<file path="src/rtl/fpdiv_iter.sv">
`default_nettype none
// ============================================================================
//  Module   : fpdiv_iter
//  Purpose  : Iterative radix-2 restoring single-precision divider, res = a/b,
//             one quotient bit per clock, fixed 27-cycle latency.
//  Revision : 1.0 - initial release
// ============================================================================
module fpdiv_iter (
    input  logic        clk,
    input  logic        rst,
    input  logic        start,
    input  logic [31:0] a,
    input  logic [31:0] b,
    output logic        busy,
    output logic        done,
    output logic        dz,
    output logic [31:0] res
);

    localparam int QBITS = 26;

    typedef enum logic [1:0] {
        S_IDLE = 2'd0,
        S_DIV  = 2'd1,
        S_NORM = 2'd2
    } state_t;

    state_t             r_state;
    state_t             w_state_nxt;
    logic               r_sign;
    logic [7:0]         r_exp;
    logic [23:0]        r_mb;
    logic [24:0]        r_rem;
    logic [QBITS-1:0]   r_q;
    logic [4:0]         r_cnt;
    logic               r_za;
    logic               r_zb;

    logic               w_ge;
    logic [24:0]        w_rem_sub;
    logic [22:0]        w_f;
    logic               w_r;
    logic [7:0]         w_exp_pre;
    logic               w_carry;
    logic [22:0]        w_frac;
    logic [7:0]         w_exp_fin;
    logic [31:0]        w_res;

    always_ff @(posedge clk) begin
        if (rst) begin
            r_state <= S_IDLE;
        end else begin
            r_state <= w_state_nxt;
        end
    end

    always_comb begin
        w_state_nxt = r_state;
        case (r_state)
            S_IDLE:  if (start) w_state_nxt = S_DIV;
            S_DIV:   if (r_cnt == 5'(QBITS - 1)) w_state_nxt = S_NORM;
            S_NORM:  w_state_nxt = S_IDLE;
            default: w_state_nxt = S_IDLE;
        endcase
    end

    // Restoring step: the remainder always stays below 2*mb, so 25 bits suffice.
    always_comb begin
        w_ge      = (r_rem >= {1'b0, r_mb});
        w_rem_sub = w_ge ? (r_rem - {1'b0, r_mb}) : r_rem;
    end

    // q[25] is the integer bit; a quotient below 1.0 needs one left shift.
    always_comb begin
        if (r_q[QBITS-1]) begin
            w_f       = r_q[24:2];
            w_r       = r_q[1];
            w_exp_pre = r_exp;
        end else begin
            w_f       = r_q[23:1];
            w_r       = r_q[0];
            w_exp_pre = r_exp - 8'd1;
        end
        w_carry   = w_r & (&w_f);
        w_frac    = w_carry ? 23'd0 : (w_f + 23'(w_r));
        w_exp_fin = w_carry ? (w_exp_pre + 8'd1) : w_exp_pre;
        if (r_zb) begin
            w_res = {r_sign, 8'hFF, 23'd0};
        end else if (r_za) begin
            w_res = 32'd0;
        end else begin
            w_res = {r_sign, w_exp_fin, w_frac};
        end
    end

    always_ff @(posedge clk) begin
        if (rst) begin
            busy   <= 1'b0;
            done   <= 1'b0;
            dz     <= 1'b0;
            res    <= 32'd0;
            r_sign <= 1'b0;
            r_exp  <= 8'd0;
            r_mb   <= 24'd0;
            r_rem  <= 25'd0;
            r_q    <= '0;
            r_cnt  <= 5'd0;
            r_za   <= 1'b0;
            r_zb   <= 1'b0;
        end else begin
            done <= 1'b0;
            case (r_state)
                S_IDLE: begin
                    if (start) begin
                        r_sign <= a[31] ^ b[31];
                        r_exp  <= a[30:23] - b[30:23] + 8'd127;
                        r_mb   <= {1'b1, b[22:0]};
                        r_rem  <= {2'b01, a[22:0]};
                        r_za   <= (a[30:0] == 31'd0);
                        r_zb   <= (b[30:0] == 31'd0);
                        r_q    <= '0;
                        r_cnt  <= 5'd0;
                        busy   <= 1'b1;
                        dz     <= 1'b0;
                    end
                end
                S_DIV: begin
                    r_q   <= {r_q[QBITS-2:0], w_ge};
                    r_rem <= w_rem_sub << 1;
                    r_cnt <= r_cnt + 5'd1;
                end
                S_NORM: begin
                    res  <= w_res;
                    done <= 1'b1;
                    busy <= 1'b0;
                    dz   <= r_zb;
                end
                default: ;
            endcase
        end
    end

endmodule
`default_nettype wire

</file>
<file path="config.mk">
export PLATFORM = sky130hd
export DESIGN_NAME = fpdiv_iter
export DESIGN_NICKNAME = d
export VERILOG_FILES = /design/src/rtl/fpdiv_iter.sv
export SDC_FILE = /design/constraint.sdc
export NUM_CORES = 1
export LEC_CHECK = 0
export CORE_MARGIN = 2
export CORE_UTILIZATION = 50
export CTS_CLUSTER_DIAMETER = 120
export CTS_CLUSTER_SIZE = 20
export DETAILED_ROUTE_END_ITERATION = 7
export HOLD_SLACK_MARGIN = 0.12
export PLACE_DENSITY = 0.76
export SKIP_CTS_REPAIR_TIMING = 1
export SKIP_LAST_GASP = 1
export SLEW_MARGIN = 40
export SYNTH_ARGS = -nofsm -noshare
export SYNTH_HDL_FRONTEND = slang
export SYNTH_SLANG_ARGS = --single-unit
</file>
<file path="constraint.sdc">
create_clock -name clk -period 2.75 [get_ports clk]
set_input_delay 0.275 -clock clk [delete_from_list [all_inputs] [get_ports clk]]
set_output_delay 0.275 -clock clk [all_outputs]
set_load 0.005 [all_outputs]
</file>
# ---- After elaboration in Yosys (flattened, before gate mapping)
# Index checks and enable logic that the tools add are counted.
dict set report classes {
  n_lt_le_gt_ge 1
  n_reduce_logical 10
  n_bitwise 2
  eq_ne 5
  n_mux 22
  add_sub_neg 7
}
# operator n
set ops {}
lappend ops {{two-way mux 32 bit} 2}
lappend ops {{logical NOT 31 bit} 2}
lappend ops {{one-hot mux 26 bit (2 select lines)} 1}
lappend ops {{one-hot mux 25 bit (2 select lines)} 1}
lappend ops {{two-way mux 23 bit} 2}
lappend ops {{two-way mux 26 bit} 1}
lappend ops {{greater-or-equal comparator 25 x 24 -> 1 bit} 1}
lappend ops {{two-way mux 25 bit} 1}
lappend ops {{two-way mux 24 bit} 1}
lappend ops {{subtractor 24 bit} 1}
lappend ops {{adder 23 x 1 -> 23 bit} 1}
lappend ops {{AND reduction 23 bit} 1}
lappend ops {{two-way mux 8 bit} 2}
lappend ops {{one-hot mux 5 bit (2 select lines)} 1}
lappend ops {{adder 8 x 1 -> 8 bit (second input constant)} 1}
lappend ops {{adder 8 x 7 -> 8 bit (second input constant)} 1}
lappend ops {{AND reduction 2 bit} 4}
lappend ops {{subtractor 8 x 1 -> 8 bit (second input constant)} 1}
lappend ops {{subtractor 8 bit} 1}
lappend ops {{adder 5 x 1 -> 5 bit (second input constant)} 1}
lappend ops {{== test 5 bit (second input constant)} 1}
lappend ops {{two-way mux 5 bit} 1}
lappend ops {{two-way mux 1 bit} 4}
lappend ops {{two-way mux 2 bit} 2}
lappend ops {{9 further kinds} 12}
dict set report totals {
  output_inout_bits 35
  regBits 128
  in_bits 67
}

# ---- Logic depth before layout (Yosys ltp)
dict set report logic_depth {
  ltp_word 6
  ltp_mapped 14
  depth_no_buf 12
}

# ---- Worst setup path after synthesis
# OpenSTA, ideal clock, no wires.
dict set report synth_timing {
  kind {reg-to-reg}
  start {reg r_q[25]}
  end {reg res[21]}
  path_slack_ns -0.273
  setup_ns 0.117
  required_time_ns 2.633
  t_arrival_ns 2.906
  path_stages_with_launch 15
  cell_sequence {dfxtp_1 buf_6 buf_6 mux2i_1 inv_1 ha_1 and2_1 nand4_2 or4_1 buf_6 nor2_8 nand2_2 mux2_4 or3_1 a32o_1}
}
dict set report synth_via {
  elab_chain_len 6
  elab_cells_between_ends 8
  classes_between {add/sub: 1; mux: 5; bitwise: 1; reduce/logical: 1}
}
# element line
set synth_lines {}
lappend synth_lines {{from (decl)} 34} ;# logic [QBITS-1:0] r_q;
lappend synth_lines {{from (signal assigned)} 128} ;# r_q <= {r_q[QBITS-2:0], w_ge};
lappend synth_lines {{branches (longest 3 deep; another with adder 23 x 1 -> 23 bit)} n/a}
lappend synth_lines {{two-way mux 23 bit (*)} 85} ;# w_frac = w_carry ? 23'd0 : (w_f + 23'(w_r));
lappend synth_lines {{two-way mux 32 bit (*)} 89} ;# end else if (r_za) begin
lappend synth_lines {{two-way mux 32 bit (*)} 87} ;# if (r_zb) begin
lappend synth_lines {{to (signal assigned)} 133} ;# res <= w_res;
lappend synth_lines {{to (decl)} 17} ;# output logic [31:0] res
# Every way passes the cells marked *.
# A chain may end at the register's enable or synchronous reset.

# ---- Final worst setup path
dict set report layout_timing {
  start {reg r_mb[1]}
  end {reg r_rem[23]}
}
dict set report layout_via {
  elab_chain_len 3
  elab_cells_between_ends 4
  classes_between {add/sub: 1; order compare: 1; mux: 2}
}
# element line
set layout_lines {}
lappend layout_lines {{from (decl)} 32} ;# logic [23:0] r_mb;
lappend layout_lines {{from (signal assigned)} 117} ;# r_mb <= {1'b1, b[22:0]};
lappend layout_lines {{subtractor 24 bit / greater-or-equal comparator 25 x 24 -> 1 bit (equally long branches)} {70, 69}}
lappend layout_lines {{two-way mux 24 bit (*)} 70} ;# w_rem_sub = w_ge ? (r_rem - {1'b0, r_mb}) : r_rem;
lappend layout_lines {{one-hot mux 25 bit (2 select lines) (*)} 112} ;# case (r_state)
lappend layout_lines {{to (signal assigned)} 118} ;# r_rem <= {2'b01, a[22:0]};
lappend layout_lines {{to (signal assigned)} 129} ;# r_rem <= w_rem_sub << 1;
lappend layout_lines {{to (decl)} 33} ;# logic [24:0] r_rem;
# Every way passes the cells marked *; elsewhere a longest branch is shown, timed or not.

==> results by group <==
Outcome
  • Status: complete, but fails checks
  • Violated checks: setup timing

Timing
  • Hold_ws: 0.210 ns
  • Final WS setup: -0.0935 ns
  • Setup Skew: 0.00517 ns
  • Fin crit period: 2.84 ns
  • Total negative slack: -0.124 ns
  • Final worst-path cycle share: 103%
  • Measured slew at the worst slew-check pin: 0.724 ns
  • Final-report hold violation count: 0
  • Final setup vio count: 2
  • Fmax: 0.352 GHz
  • Rel. slew slack: 51.3%
  • Max Transition Viols Final: 0
  • Unrepaired setup endpoints after global routing: yes

Die
  • Core box area: 15800 sq um
  • Die footprint: 17000 sq um
  • I/O pins: 102
  • Die height: 130 um
  • Starting density of the core: 50.7%
  • Rows: 46
  • Die X: 130 um

Place
  • IO buf count: 101
  • Place WS: -0.152 ns
  • RePlAce Congestion: 0.905
  • Hpwl dp: 16100 um
  • Placed cells: 1356

Final layout
  • Nets@finish: 1277
  • Layout cells sized above 1: 15.3%
  • Non-filler cells, final: 1393
  • Final core utilization: 67.2%
  • Area Overhead vs Synth: 32.7%
  • Antenna Cells: 0

Global route
  • Pin count of the biggest net entering global routing: 59
  • GR Overflow Total: 0
  • Number of global-route vias before repair: 7464
  • First-pass GRT wire length: 35800 um
  • Antenna violations before repair: 0
  • Tot GR Track Use: 26.5%

Yosys
  • Synth top area share: 32.1%
  • Register area share after synthesis: 32.1%
  • Post-synth cell types: 70
  • Syn nets: 1135
  • Syn Inst Count: 1023
  • Ranking of synthesized cells by area: dfxtp_1, nand2_1, ha_1, a21oi_1, xnor2_1
  • Post-synth ARST share: 0%
  • Area leader, netlist: dfxtp_1
  • Average size of a mapped cell: 7.81 sq um
  • Post-Syn Area: 7990 sq um
  • Number of synthesized flops with an enable pin: 0
  • Top FF cell, synth: dfxtp_1
  • Post-synth top cells: nand2_1, dfxtp_1, a21oi_1
  • Top-count cell post-synth: nand2_1
  • Yosys warns: 0
  • Flops & latches, synth: 128

Setup path
  • CP Max Fanout: 4
  • Crit-path slowest cell: a2111oi_4
  • Critical Path RT: 3.06 ns
  • Critical path arrival: 3.15 ns
  • Worst path most repeated cell: o311a_1
  • Max incr delay on CP: 0.44 ns
  • CP endpoint kind: flip-flop
  • Kind of critical path: flip-flop to flip-flop
  • Startpoint Class: flip-flop
  • Worst-path cell chain: inv_1, fa_2, a211oi_2, o21ai_2, a2111oi_4, nor3_4, o211a_1, o311a_1, o311a_1

Flow run
  • Max cap viols: 0

Routing
  • Router iterations before antenna repair: 5
  • Total wire length: 22600 um
  • Vias: 8119
  • Initial drt markers: 648
  • Routed Antenna Nets: 0
  • Via density: 5.83
  • Routed WL per cell: 16.3 um
  • Drt drc: 0

CTS
  • Clock root buffer: clkbuf_16
  • CTS tree: done
  • Total number of H-tree levels: 4
  • Clk buf depth: 2
  • CTS buffer count: 17
  • Clk Latency, worst-skew pair: 0.43 ns
  • # clock sinks: 128
  • Clock Pin Slew Worst Setup and Hold Paths: 0.06 ns

Pwr
  • Maximum vdd drop: 0.569 mV
  • Power per cell area: 639 nW/um^2
  • Leak Pwr: 4.15 nW

Min path
  • Hold Crit Class: input port to flip-flop
[stage by stage]
step	power (W)	cell area, sq um
2_1_floorplan	0.00355	8020
3_3_place_gp	0.00429	9690
3_5_place_dp	0.00431	9700
4_1_cts	0.00648	10300
5_1_grt	0.00711	10600
6_report	0.00678	10600
[logic make-up after synthesis]
| group | after synthesis | synth area share (%) |
|---|---|---|
| and+or+nand+nor | 373 | 22.2 |
| AOI/OAI and AO/OA | 275 | 22.9 |
| DFF | 128 | 32.1 |
| buffers and inverters | 124 | 6.30 |
| xor gates and xnor gates | 48 | 5.26 |
| adders and majority gates | 45 | 7.24 |
| muxes | 30 | 3.96 |
[registers in the layout (all words and copies together), names as in the netlist]
register  flops
res          32
r_q          26
r_rem        25
r_mb         24
r_exp         8
r_cnt         5
r_state       2
busy          1
done          1
dz            1
r_sign        1
r_za          1
r_zb          1
[power by group]
part | switching (W) | leakage, nW | internal, W
Clock | 0.000834 | 0.265 | 0.00134
Combinational | 0.00135 | 2.84 | 0.00120
Sequential | 0.0000991 | 1.04 | 0.00196
[worst paths after layout]
path                                           start                      to  slack, ns  cells past startpoint
worst max-delay path            r_mb[1]$_SDFFE_PP0P_  r_rem[23]$_SDFFE_PP0P_      -0.09                      9
worst max register to register  r_mb[1]$_SDFFE_PP0P_  r_rem[23]$_SDFFE_PP0P_      -0.09                      9
worst min register to register   res[7]$_SDFFE_PP0P_     res[7]$_SDFFE_PP0P_       0.44                      2
worst min-delay path                             rst    res[23]$_SDFFE_PP0P_       0.21                      2
[critical path: cells and delay by family, from the launching register on]
kind,cells,cell delay [ns]
compound gates,6,1.70
fa+ha+maj,1,0.41
buf+inv,1,0.13
flops,1,0.36
simple gates,1,0.11
[layout make-up]
cell class / instances / area (sq um)
tap: 216 / 270
clock buffer: 24 / 492
inverter: 54 / 203
fill: 1285 / 5170
timing repair buffer: 193 / 1740
clock inverter: 7 / 77.6
multi-input combinational: 771 / 5250
sequential: 128 / 2570
[per-layer routing]
metal | global-route usage [%] | wire length (um) | vias up
met2 | 46.5 | 11100 | 264
met4 | 9.01 | 533 | 0
met3 | 4.68 | 1150 | 51
met5 | 0 | 0 | -
met1 | 33.0 | 9820 | 3837
li1 | - | - | 3967
[cell usage in the layout (no fill, tap or decap), types with 23 or more instances in the layout]
cell type	count
o21ai_0	42
ha_1	33
mux2i_1	23
xnor2_1	31
clkdlybuf4s50_1	100
nand2_1	174
buf_4	87
a22o_1	28
nand3_1	38
nor2_1	45
a21oi_1	88
inv_1	52
dfxtp_1	123
Power figures use the tool's default switching activity.
